### config.mk
export PLATFORM = sky130hd
export DESIGN_NAME = mem_d_copy_engine_flat
export DESIGN_NICKNAME = d
export VERILOG_FILES = /design/src/rtl/mem_d_copy_engine_if.sv /design/src/rtl/mem_d_copy_engine.sv /design/src/flat_wrapper.sv
export SDC_FILE = /design/constraint.sdc
export NUM_CORES = 1
export LEC_CHECK = 0
export BUFFER_PORTS_ARGS = -buffer_cell sky130_fd_sc_hd__buf_4
export CORE_ASPECT_RATIO = 1.5
export CORE_MARGIN = 5
export CORE_UTILIZATION = 60
export CTS_CLUSTER_SIZE = 16
export DETAILED_ROUTE_END_ITERATION = 12
export PLACE_DENSITY_LB_ADDON = 0.05
export SYNTH_ARGS = -nofsm -noshare
export SYNTH_HDL_FRONTEND = slang
export SYNTH_SLANG_ARGS = --single-unit
### constraint.sdc
create_clock -name clk_i -period 5.06 [get_ports clk_i]
set_input_delay 1.012 -clock clk_i [delete_from_list [all_inputs] [get_ports clk_i]]
set_output_delay 1.012 -clock clk_i [all_outputs]
set_load 0.01 [all_outputs]
### src/rtl/mem_d_copy_engine_if.sv
// Data-port memory request/response bundle between an initiator (master)
// and a TCM/data responder (slave).
interface mem_d_copy_engine_if;
    logic [31:0] addr;
    logic [31:0] data_wr;
    logic        rd;
    logic [3:0]  wr;
    logic        cacheable;
    logic [10:0] req_tag;
    logic        invalidate;
    logic        writeback;
    logic        flush;
    logic [31:0] data_rd;
    logic        accept;
    logic        ack;
    logic        error;
    logic [10:0] resp_tag;

    modport master (
        output addr, data_wr, rd, wr, cacheable, req_tag, invalidate, writeback, flush,
        input  data_rd, accept, ack, error, resp_tag
    );

    modport slave (
        input  addr, data_wr, rd, wr, cacheable, req_tag, invalidate, writeback, flush,
        output data_rd, accept, ack, error, resp_tag
    );
endinterface

### src/rtl/mem_d_copy_engine.sv
// Word-granular block COPY/FILL engine driving the data-port memory protocol,
// one request outstanding at a time, with tag/error checking and an ack timeout.
module mem_d_copy_engine #(
    parameter int TIMEOUT = 256,
    parameter int LEN_W   = 16
) (
    input  logic                 clk_i,
    input  logic                 rst_ni,
    input  logic                 start_i,
    input  logic                 mode_i,
    input  logic [31:0]          src_addr_i,
    input  logic [31:0]          dst_addr_i,
    input  logic [LEN_W-1:0]     len_i,
    input  logic [31:0]          fill_data_i,
    output logic                 busy_o,
    output logic                 done_o,
    output logic                 error_o,
    output logic [LEN_W-1:0]     words_done_o,
    mem_d_copy_engine_if.master  mem_d
);

    localparam int TMR_W = $clog2(TIMEOUT);

    typedef enum logic [2:0] {
        S_IDLE,
        S_RD_REQ,
        S_RD_WAIT,
        S_WR_REQ,
        S_WR_WAIT,
        S_DONE
    } state_t;

    state_t           r_state;
    logic             r_mode;
    logic [31:0]      r_src;
    logic [31:0]      r_dst;
    logic [LEN_W-1:0] r_len;
    logic [LEN_W-1:0] r_wordsDone;
    logic [31:0]      r_wrData;
    logic [31:0]      r_addr;
    logic             r_rd;
    logic [3:0]       r_wr;
    logic [10:0]      r_tag;
    logic [10:0]      r_outTag;
    logic [TMR_W-1:0] r_timer;
    logic             r_busy;
    logic             r_done;
    logic             r_error;

    logic [LEN_W-1:0] w_wordsNext;
    logic [31:0]      w_srcNext;
    logic [31:0]      w_dstNext;
    logic             w_respBad;

    assign w_wordsNext = r_wordsDone + LEN_W'(1);
    assign w_srcNext   = r_src + 32'd4;
    assign w_dstNext   = r_dst + 32'd4;
    assign w_respBad   = (mem_d.resp_tag != r_outTag) || mem_d.error;

    // Request fields are loaded on entry to a REQ state and dropped on the accepting edge,
    // so they stay stable for as long as the responder stalls.
    always_ff @(posedge clk_i or negedge rst_ni) begin
        if (!rst_ni) begin
            r_state     <= S_IDLE;
            r_mode      <= 1'b0;
            r_src       <= '0;
            r_dst       <= '0;
            r_len       <= '0;
            r_wordsDone <= '0;
            r_wrData    <= '0;
            r_addr      <= '0;
            r_rd        <= 1'b0;
            r_wr        <= 4'h0;
            r_tag       <= '0;
            r_outTag    <= '0;
            r_timer     <= '0;
            r_busy      <= 1'b0;
            r_done      <= 1'b0;
            r_error     <= 1'b0;
        end else begin
            r_done <= 1'b0;
            case (r_state)
                S_IDLE: begin
                    if (start_i) begin
                        r_error     <= 1'b0;
                        r_busy      <= 1'b1;
                        r_mode      <= mode_i;
                        r_src       <= src_addr_i & ~32'h3;
                        r_dst       <= dst_addr_i & ~32'h3;
                        r_len       <= len_i;
                        r_wordsDone <= '0;
                        r_wrData    <= fill_data_i;
                        if (len_i == '0) begin
                            r_state <= S_DONE;
                        end else if (mode_i) begin
                            r_state <= S_WR_REQ;
                            r_wr    <= 4'hF;
                            r_addr  <= dst_addr_i & ~32'h3;
                        end else begin
                            r_state <= S_RD_REQ;
                            r_rd    <= 1'b1;
                            r_addr  <= src_addr_i & ~32'h3;
                        end
                    end
                end
                S_RD_REQ: begin
                    if (mem_d.accept) begin
                        r_rd     <= 1'b0;
                        r_outTag <= r_tag;
                        r_tag    <= r_tag + 11'd1;
                        r_timer  <= '0;
                        r_state  <= S_RD_WAIT;
                    end
                end
                S_WR_REQ: begin
                    if (mem_d.accept) begin
                        r_wr     <= 4'h0;
                        r_outTag <= r_tag;
                        r_tag    <= r_tag + 11'd1;
                        r_timer  <= '0;
                        r_state  <= S_WR_WAIT;
                    end
                end
                S_RD_WAIT: begin
                    if (mem_d.ack) begin
                        if (w_respBad) begin
                            r_error <= 1'b1;
                            r_state <= S_DONE;
                        end else begin
                            r_wrData <= mem_d.data_rd;
                            r_wr     <= 4'hF;
                            r_addr   <= r_dst;
                            r_state  <= S_WR_REQ;
                        end
                    end else if (r_timer == TMR_W'(TIMEOUT - 1)) begin
                        r_error <= 1'b1;
                        r_state <= S_DONE;
                    end else begin
                        r_timer <= r_timer + 1'b1;
                    end
                end
                S_WR_WAIT: begin
                    if (mem_d.ack) begin
                        if (w_respBad) begin
                            r_error <= 1'b1;
                            r_state <= S_DONE;
                        end else begin
                            r_wordsDone <= w_wordsNext;
                            r_src       <= w_srcNext;
                            r_dst       <= w_dstNext;
                            if (w_wordsNext == r_len) begin
                                r_state <= S_DONE;
                            end else if (r_mode) begin
                                r_wr    <= 4'hF;
                                r_addr  <= w_dstNext;
                                r_state <= S_WR_REQ;
                            end else begin
                                r_rd    <= 1'b1;
                                r_addr  <= w_srcNext;
                                r_state <= S_RD_REQ;
                            end
                        end
                    end else if (r_timer == TMR_W'(TIMEOUT - 1)) begin
                        r_error <= 1'b1;
                        r_state <= S_DONE;
                    end else begin
                        r_timer <= r_timer + 1'b1;
                    end
                end
                S_DONE: begin
                    r_done  <= 1'b1;
                    r_busy  <= 1'b0;
                    r_state <= S_IDLE;
                end
                default: r_state <= S_IDLE;
            endcase
        end
    end

    assign busy_o       = r_busy;
    assign done_o       = r_done;
    assign error_o      = r_error;
    assign words_done_o = r_wordsDone;

    assign mem_d.addr       = r_addr;
    assign mem_d.data_wr    = r_wrData;
    assign mem_d.rd         = r_rd;
    assign mem_d.wr         = r_wr;
    assign mem_d.cacheable  = 1'b1;
    assign mem_d.req_tag    = r_tag;
    assign mem_d.invalidate = 1'b0;
    assign mem_d.writeback  = 1'b0;
    assign mem_d.flush      = 1'b0;

endmodule

### src/flat_wrapper.sv
// flat-port wrapper written by rule: the top's interface ports become plain ports
module mem_d_copy_engine_flat 
#(
    parameter int TIMEOUT = 256,
    parameter int LEN_W   = 16
)
  (clk_i, rst_ni, start_i, mode_i, src_addr_i, dst_addr_i, len_i, fill_data_i, busy_o, done_o, error_o, words_done_o, mem_d_addr, mem_d_data_wr, mem_d_rd, mem_d_wr, mem_d_cacheable, mem_d_req_tag, mem_d_invalidate, mem_d_writeback, mem_d_flush, mem_d_data_rd, mem_d_accept, mem_d_ack, mem_d_error, mem_d_resp_tag);
  mem_d_copy_engine_if mem_d_i ();
  input  logic clk_i;
  input  logic rst_ni;
  input  logic start_i;
  input  logic mode_i;
  input  logic [31:0] src_addr_i;
  input  logic [31:0] dst_addr_i;
  input  logic [LEN_W-1:0] len_i;
  input  logic [31:0] fill_data_i;
  output logic busy_o;
  output logic done_o;
  output logic error_o;
  output logic [LEN_W-1:0] words_done_o;
  output wire logic [$bits(mem_d_i.addr)-1:0] mem_d_addr;
  output wire logic [$bits(mem_d_i.data_wr)-1:0] mem_d_data_wr;
  output wire logic [$bits(mem_d_i.rd)-1:0] mem_d_rd;
  output wire logic [$bits(mem_d_i.wr)-1:0] mem_d_wr;
  output wire logic [$bits(mem_d_i.cacheable)-1:0] mem_d_cacheable;
  output wire logic [$bits(mem_d_i.req_tag)-1:0] mem_d_req_tag;
  output wire logic [$bits(mem_d_i.invalidate)-1:0] mem_d_invalidate;
  output wire logic [$bits(mem_d_i.writeback)-1:0] mem_d_writeback;
  output wire logic [$bits(mem_d_i.flush)-1:0] mem_d_flush;
  input wire logic [$bits(mem_d_i.data_rd)-1:0] mem_d_data_rd;
  input wire logic [$bits(mem_d_i.accept)-1:0] mem_d_accept;
  input wire logic [$bits(mem_d_i.ack)-1:0] mem_d_ack;
  input wire logic [$bits(mem_d_i.error)-1:0] mem_d_error;
  input wire logic [$bits(mem_d_i.resp_tag)-1:0] mem_d_resp_tag;
  assign mem_d_addr = mem_d_i.addr;
  assign mem_d_data_wr = mem_d_i.data_wr;
  assign mem_d_rd = mem_d_i.rd;
  assign mem_d_wr = mem_d_i.wr;
  assign mem_d_cacheable = mem_d_i.cacheable;
  assign mem_d_req_tag = mem_d_i.req_tag;
  assign mem_d_invalidate = mem_d_i.invalidate;
  assign mem_d_writeback = mem_d_i.writeback;
  assign mem_d_flush = mem_d_i.flush;
  assign mem_d_i.data_rd = mem_d_data_rd;
  assign mem_d_i.accept = mem_d_accept;
  assign mem_d_i.ack = mem_d_ack;
  assign mem_d_i.error = mem_d_error;
  assign mem_d_i.resp_tag = mem_d_resp_tag;
  mem_d_copy_engine #(.TIMEOUT(TIMEOUT), .LEN_W(LEN_W)) u_core (.clk_i(clk_i), .rst_ni(rst_ni), .start_i(start_i), .mode_i(mode_i), .src_addr_i(src_addr_i), .dst_addr_i(dst_addr_i), .len_i(len_i), .fill_data_i(fill_data_i), .busy_o(busy_o), .done_o(done_o), .error_o(error_o), .words_done_o(words_done_o), .mem_d(mem_d_i));
endmodule
# Yosys cells after proc, flatten, opt, wreduce, memory -nomap -nowiden

Cells that the tools add are included.

Output and inout port bits: 103
Bits of input ports: 162
Flip-flop bits (word level): 202

Eq/ne operators: 26
Mux-type cells: 71
$add $sub $neg: 5
Reduce and logical (&&, ||, !) cells: 24

Operator list:

| kind                    | count |
|---|---|
| $mux W32                | 18 |
| $pmux W32 S2            | 3 |
| $pmux W32 S3            | 1 |
| $add A32 B3 Y32 const B | 2 |
| $mux W16                | 3 |
| $mux W4                 | 10 |
| $pmux W16 S2            | 1 |
| $mux W3                 | 10 |
| $ne A2 B2 Y1 const B    | 14 |
| $mux W8                 | 3 |
| $add A16 B1 Y16 const B | 1 |
| $eq A16 B16 Y1          | 1 |
| $logic_not A16 Y1       | 1 |
| $pmux W4 S4             | 1 |
| $pmux W8 S2             | 1 |
| $reduce_and A4 Y1       | 4 |
| $pmux W3 S5             | 1 |
| $mux W1                 | 14 |
| $add A11 B1 Y11 const B | 1 |
| $ne A11 B11 Y1          | 1 |
| $reduce_and A11 Y1      | 1 |
| $reduce_bool A2 Y1      | 5 |
| $reduce_and A9 Y1       | 1 |
| $add A8 B1 Y8 const B   | 1 |
| other kinds (18)        | 27 |

# Depth between registers and ports, before layout

Gate-level depths: netlist of the first run.

Depth in word-level cells: 6
Mapped depth: 10
Mapped depth without buffers: 8

# Worst setup path after synthesis of the first run

Ideal clock, no wire load.

Path kind: input port to flip-flop
Start point: input port mem_d_resp_tag[7]
End point: register u_core.r_dst[10]
Arrival time: 2881 ps
Setup slack: 2042 ps
Stages: 9
Buffers on the path: 3
Setup time: 137 ps
Path through: xor2_1 nor4_1 and4_1 clkbuf_1 nand2_1 nand2_1 clkbuf_1 clkbuf_1 a21oi_1

Word-level cells in the longest chain between the ends: 4

Ends and longest elaborated chain:

| what                        | line                     | text |
|---|---|---|
| from (decl)                 | flat_wrapper.sv:34       | `input wire logic [$bits(mem_d_i.resp_tag)-1:0] mem_d_resp_tag;` |
| $ne A11 B11 Y1              | mem_d_copy_engine.sv:58  | `assign w_respBad = (mem_d.resp_tag != r_outTag) \|\| mem_d.error;` |
| $logic_or A1 B1 Y1          | mem_d_copy_engine.sv:58  |  |
| $ne A2 B2 Y1 (no line)      | n/a                      |  |
| $reduce_and A4 Y1 (no line) | n/a                      |  |
| to (signal assigned)        | mem_d_copy_engine.sv:89  | `r_dst <= dst_addr_i & ~32'h3;` |
| to (signal assigned)        | mem_d_copy_engine.sv:150 | `r_dst <= w_dstNext;` |
| to (decl)                   | mem_d_copy_engine.sv:36  | `logic [31:0] r_dst;` |

Every way passes these cells.
A chain may end at the register's enable or synchronous reset.

# Worst setup path in the final report of the first run

Start point: input port mem_d_resp_tag[7]
End point: register u_core.r_dst[20]

Same word-level chain as after synthesis.

==> metrics.yaml, run 1 <==
cts_resized: 0
ant_nets: 0
synth_top_area_cell: "dfrtp_1"
place_congestion: 0.9080
switchingPower_mw: 3.341
clock_sinks: 194
setup_tns_ns: 0
cts_setup_buffers: 0
tightest_slew_ns: 1.125
fmax_ghz: 0.2903
numPortBuffers: 256
cts_buffers: 17
drv_cap: 0
seq_power_share_pct: 35.8
dpl-instance-area_sq_um: 13890
sw_frac_of_total_pct: 41.26
pin_count: 265
rsz0062_at_grt: "false"
grt_pass1_wl_um: 56660
viasPerCell: 6.183
netlist_instances: 1380
initial_utilization_pct: 60.59
synthDistinctLibCells: 71
p_per_area_nw_per_um2: 557.9
antenna_found_initial: 0
fin_ws_ns: 1.616
synth_edf_count: 0
coreArea_sq_um: 19630
ys_top_cells_by_area: "dfrtp_1 41%, nand2_1 6.7%, nor2_1 4.7%, xnor2_1 3.5%, a21oi_1 3.4%"
drive_gt1_share_pct: 23.42
fill_cells: 1517
yosysWarnings: 0
clockBufferDepth: 2
cts-hold-fix-buffers: 0
arrival_ns: 3.82
design_area_sq_um: 14510
hold_violations: 0
rows: 63
syn2layout_area_growth_pct: 22.05
synth_top_area_share_pct: 40.82
grt_pass1_vias: 11070
startpoint: "mem_d_resp_tag[7]"
crit-reg2reg-launch: "u_core.r_state[0]"
fin_skew_ns: 0.007858
cts.reportedPaths.clkPinSlew_ns: 0.07
drt_iter0_markers: 976
hp-class: "flip-flop to flip-flop"
maxSlewHeadroom_pct: 24.82
drc: 0
cp_max_fo: 29
synth_most_common_cell: "nand2_1"
p_leak_nw: 6.585
crit_required_ns: 5.44
comb_power_share_pct: 46.5
worstSetupStartpointType: "input port"
peakVddDrop_mv: 0.3805
status: "completed"
period_needed_ns: 3.444
synth.cell_area_sq_um: 11890
grt-ovfl-total: 0
die_w_um: 124.9
p_int_mw: 4.756
yosysSeqAreaShare_pct: 40.82
grtUsageTotal_pct: 30.31
end_kind: "flip-flop"
vias: 11400
synthFlopType: "dfrtp_1"
nNetsFinal: 1738
wl_per_cell_um: 19.11
hp-start: "u_core.r_len[11]"
totalWireLength_um: 35240
path_class: "input port to flip-flop"
drtPass1Iterations: 7
finalCritPeriodShare_pct: 68.07
dp_hpwl_um: 24750
synth_area_per_cell_sq_um: 8.617
synthTopCellsByCount: "211 x nand2_1, 194 x dfrtp_1, 150 x nor2_1"
antennaDiodeCount: 0
async_reset_ff_share_pct: 100.0
grt_max_degree: 133
clock-root-buffer: "clkbuf_16"
insertion_delay_ns: 0.44
ys_ff_latch: 194
die_h_um: 182.4
setup_violations: 0
p_clk_share_pct: 17.8
post-place-ws_ns: 1.198
drv_slew: 0
htree_levels: 4
dieArea_sq_um: 22790
cts_tree: "yes"
[layer usage]
layer	wire, um	vias to the layer above	part of all wire (%)	track usage (%)
li1	-	5325	-	-
met1	13780	5492	39	37.14
met2	17810	506	51	52.71
met3	2443	79	6.9	5.564
met4	1208	0	3.4	12.72
met5	0	-	0	0
[worst max-delay path, cell delays in order]
cell,delay (ns)
buf_4,0.11
xor2_1,0.13
nor4_1,0.63
and4_1,0.58
nand2_1,0.09
buf_4,0.25
nand2_1,0.09
buf_4,0.36
buf_4,0.30
o211ai_1,0.13
nand2_1,0.10
[cells in the final DEF (no fill, tap or decap), types with 6 or more instances in the layout]
master	netlist	final
a21oi_1	81	79
a22oi_1	9	9
a31oi_1	48	48
and2_1	8	7
and3_1	29	29
and4_1	8	8
buf_4	9	274
clkbuf_16	0	17
dfrtp_1	194	194
inv_1	14	14
mux2_2	17	17
mux2_4	27	27
mux2i_1	39	39
nand2_1	211	210
nand3_1	49	49
nand4_1	21	21
nor2_1	150	149
nor2b_1	6	6
nor3_1	21	21
nor4_1	17	17
o211ai_1	6	6
o21ai_0	81	81
o221ai_1	11	11
o22a_1	10	10
o22ai_1	29	29
o31ai_1	11	11
o41ai_1	6	6
xnor2_1	47	47
xor2_1	41	41
[power by group through the flow]
stage | Sequential, mW | Combinational, mW | Clock, mW
after CTS | 2.88 | 3.76 | 1.46
after detailed placement | 2.90 | 3.74 | 0
final | 2.89 | 3.76 | 1.44
after global placement | 2.87 | 3.65 | 0
after floorplan | 2.78 | 2.55 | 0
after global routing | 2.99 | 4.12 | 1.52
[metrics by stage]
step	instances	hold WS (ns)	util, %	power, mW
6_report	1844	0.4984	73.95	8.098
5_1_grt	1844	0.5156	73.95	8.629
4_1_cts	1844	0.5001	73.95	8.090
3_5_place_dp	1812	0.4822	70.79	6.642
3_3_place_gp	1812	0.4829	70.79	6.517
2_1_floorplan	1382	0.4652	-	5.338
[path summary, 6_finish.rpt]
kind / end / slack [ns] / cells past startpoint
min in group asynchronous: u_core.r_len[4] / 0.54 / 1
max reg2reg: u_core.mem_d.data_wr[27] / 1.76 / 6
max in group asynchronous: u_core.r_dst[13] / 3.42 / 2
min: u_core.r_len[11] / 0.50 / 2
max: u_core.r_dst[20] / 1.62 / 11
min reg2reg: u_core.r_len[11] / 0.50 / 2
[kinds of logic after synthesis]
group,after synthesis,synth area share (%)
adders and majority gates,5,0.5261
xor gates and xnor gates,89,6.671
buffers and inverters,120,4.335
other,2,0.06315
muxes,83,8.302
DFF,194,40.82
and+or+nand+nor,545,21.10
AOI/OAI and AO/OA,342,18.18
[area by class of cell]
type | instances | area, sq um | share of cell area, %
Clock inverter | 13 | 176.4 | 1.216
Sequential cell | 194 | 4855 | 33.45
Tap cell | 260 | 325.3 | 2.241
Multi-Input combinational cell | 1068 | 6571 | 45.28
Clock buffer | 19 | 442.9 | 3.052
Inverter | 14 | 52.55 | 0.3621
Timing Repair Buffer | 276 | 2091 | 14.41
[state kept, by name (all words and copies together) (netlist names)]
signal	cells
u_core.mem_d.data_wr	32
u_core.mem_d.req_tag	11
u_core.error_o	1
u_core.mem_d.rd	1
u_core.r_src	30
u_core.words_done_o	16
u_core.r_len	16
u_core.r_mode	1
u_core.r_dst	30
u_core.done_o	1
u_core.mem_d.addr	31
u_core.r_state	3
u_core.r_timer	8
u_core.mem_d.wr	1
u_core.r_outTag	11
u_core.busy_o	1
Note: power is estimated with default switching activity, not from simulation.
==> run 2: changes to the inputs <==
CORE_UTILIZATION = 55   (was 60)
clock period = 3.4 ns   (was 5.06 ns; I/O delays follow)
==> run 2 against run 1 <==
First-iteration DRC count down 14%; sequential share of layout area down 0.56 points; design area up 1.7%; count of clock-buffer cells in the layout down 1; critical path depth down 3; die area up 8.5%; combinational power up 51%; critical path type is now flip-flop to flip-flop; critical endpoint is now u_core.mem_d.addr[16]; highest routed layer unchanged.
==> metrics.yaml, run 2 (synthesized netlist as in run 1, its figures left out) <==
path_class: "flip-flop to flip-flop"
initial_utilization_pct: 55.38  # -5.2 points
cp_max_fo: 31  # +6.9%
drc: 0  # unchanged
final_common_cell: "buf_4"
die_w_um: 130.1  # +4.1%
setup_violations: 0  # unchanged
period_needed_ns: 3.118
nNetsFinal: 1754  # +0.92%
fin_ws_ns: 0.2816  # -1.334 ns
cts-hold-fix-buffers: 0  # unchanged
end_kind: "flip-flop"
crit-reg2reg-launch: "u_core.words_done_o[2]"
finalCritPeriodShare_pct: 91.72
layout_common_cells: "284 x buf_4, 210 x nand2_1, 194 x dfrtp_1"
cts.reportedPaths.clkPinSlew_ns: 0.08  # about the same
drt_iter0_markers: 837  # -14%
cts_setup_buffers: 0  # unchanged
p_per_area_nw_per_um2: 828.6  # +49%
rows: 66  # +4.8%
p_leak_nw: 6.720  # +2.1%
tightest_slew_ns: 0.7623  # -0.3629 ns
post-place-ws_ns: 0.2572  # -0.9406 ns
die_h_um: 190.1  # +4.2%
dp_hpwl_um: 25760  # +4.1%
cpPeakStageDelay_ns: 0.56  # -0.07 ns
drv_cap: 0  # unchanged
cts_buffers: 17  # unchanged
drtPass1Iterations: 6  # -1
r2r_end: "u_core.mem_d.addr[16]"
drv_slew: 0  # unchanged
cts_tree: "yes"
fin_skew_ns: 0.008043  # +0.0001844 ns
grt_max_degree: 119  # -11%
insertion_delay_ns: 0.45  # about the same
r2r_cells: 8  # +2
hold_violations: 0  # unchanged
grt-ovfl-total: 0  # unchanged
pin_count: 265  # unchanged
crit_slowest_cell: "dfrtp_1"
arrival_ns: 3.45  # -0.37 ns
cpLargestDelayFamily: "compound AO/OA/AOI/OAI gates"
worstSetupStartpointType: "flip-flop"
htree_levels: 4  # unchanged
antennaDiodeCount: 0  # unchanged
fmax_ghz: 0.3207
coreArea_sq_um: 21470  # +9.4%
cts_resized: 0  # unchanged
largest_reg_flops: 32  # unchanged
clock-root-buffer: "clkbuf_16"
place_congestion: 0.8974  # -1.2%
grt_pass1_vias: 11030  # -0.34%
setup_tns_ns: 0  # unchanged
clockBufferDepth: 2  # unchanged
hp-class: "input port to asynchronous set/reset pin"
crit_chain: "nand4_4 > or3_4 > a221oi_2 > o2111ai_1 > o41ai_1 > a31oi_4 > buf_12 > mux2_4"
syn2layout_area_growth_pct: 24.13
maxSlewHeadroom_pct: 49.18  # +24 points
rsz0062_at_grt: "false"
worst-path-buf-inv: 1  # -3
grtUsageTotal_pct: 29.14  # -1.2 points
peakVddDrop_mv: 0.5103  # +34%
totalWireLength_um: 36010  # +2.2%
viasPerCell: 6.019  # -2.7%
numPortBuffers: 256  # unchanged
reg2reg_setup_slack_ns: 0.28  # -1.48 ns
grt_pass1_wl_um: 57490  # +1.5%
status: "completed"
vias: 11270  # -1.2%
wl_per_cell_um: 19.24  # +0.67%
ant_nets: 0  # unchanged
drive_gt1_share_pct: 24.25  # +0.83 points
clock_sinks: 194  # unchanged
antenna_found_initial: 0  # unchanged
crit_required_ns: 3.73  # -1.71 ns
dieArea_sq_um: 24720  # +8.5%
run 2: cell types whose count changed in the layout (fill, tap and decap cells not counted), moves of 3 or more:
cell / previous run / this run
buf_12: 1 / 7
buf_4: 274 / 284
clkinvlp_4: 5 / 1
inv_6: 2 / 5
run 2: cell type report:
type	instances	area (sq um)
fill	1787	6710
multi-input combinational	1068	6571
sequential	194	4855
timing repair buffer	292	2286
clock buffer	18	439.2
tap	272	340.3
clock inverter	14	216.5
inverter	14	52.55
run 2: stage by stage:
stage	cell area, sq um	hold WS [ns]	total power, mW	util (%)	std cells
after floorplan	11900	0.3844	7.944	-	1382
after global routing	14760	0.2848	13.09	68.75	1872
after detailed placement	14100	0.4854	9.993	65.69	1840
final	14760	0.2493	12.23	68.75	1872
after global placement	14100	0.4810	9.812	65.69	1840
after CTS	14760	0.2650	12.26	68.75	1872
run 2: per-layer routing:
layer | up-vias | global-route usage, % | routed length (um)
met3 | 83 | 4.494 | 2558
met4 | 0 | 11.64 | 1293
met1 | 5375 | 37.17 | 13970
met2 | 463 | 49.17 | 18190
met5 | - | 0 | 0
li1 | 5347 | - | -
run 2: how the worst max path moves through the flow:
stage / to / from / cells after the start / slack (ns)
5_1_grt: u_core.mem_d.addr[16] / u_core.words_done_o[1] / 9 / 0.05
3_5_place_dp: u_core.mem_d.addr[31] / mem_d_resp_tag[5] / 9 / 0.26
2_1_floorplan: u_core.mem_d.addr[26] / u_core.r_src[2] / 8 / 0.69
4_1_cts: u_core.mem_d.addr[16] / u_core.words_done_o[2] / 8 / 0.32
3_3_place_gp: u_core.mem_d.addr[31] / mem_d_resp_tag[1] / 9 / 0.28
6_report: u_core.mem_d.addr[16] / u_core.words_done_o[2] / 8 / 0.28
run 2: worst reg2reg max path, delay by kind of cell, from the launching register on:
kind	cells	cell delay, ns
buffers and inverters	1	0.23
multiplexers	1	0.35
flip-flops	1	0.56
AND/OR/NAND/NOR	2	0.62
AO/OA/AOI/OAI	4	1.24
run 2: power by group:
part | switching [mW] | internal (mW)
sequential | 1.07 | 3.25
clock | 0.974 | 1.28
combinational | 2.95 | 2.70
total | 5.00 | 7.23
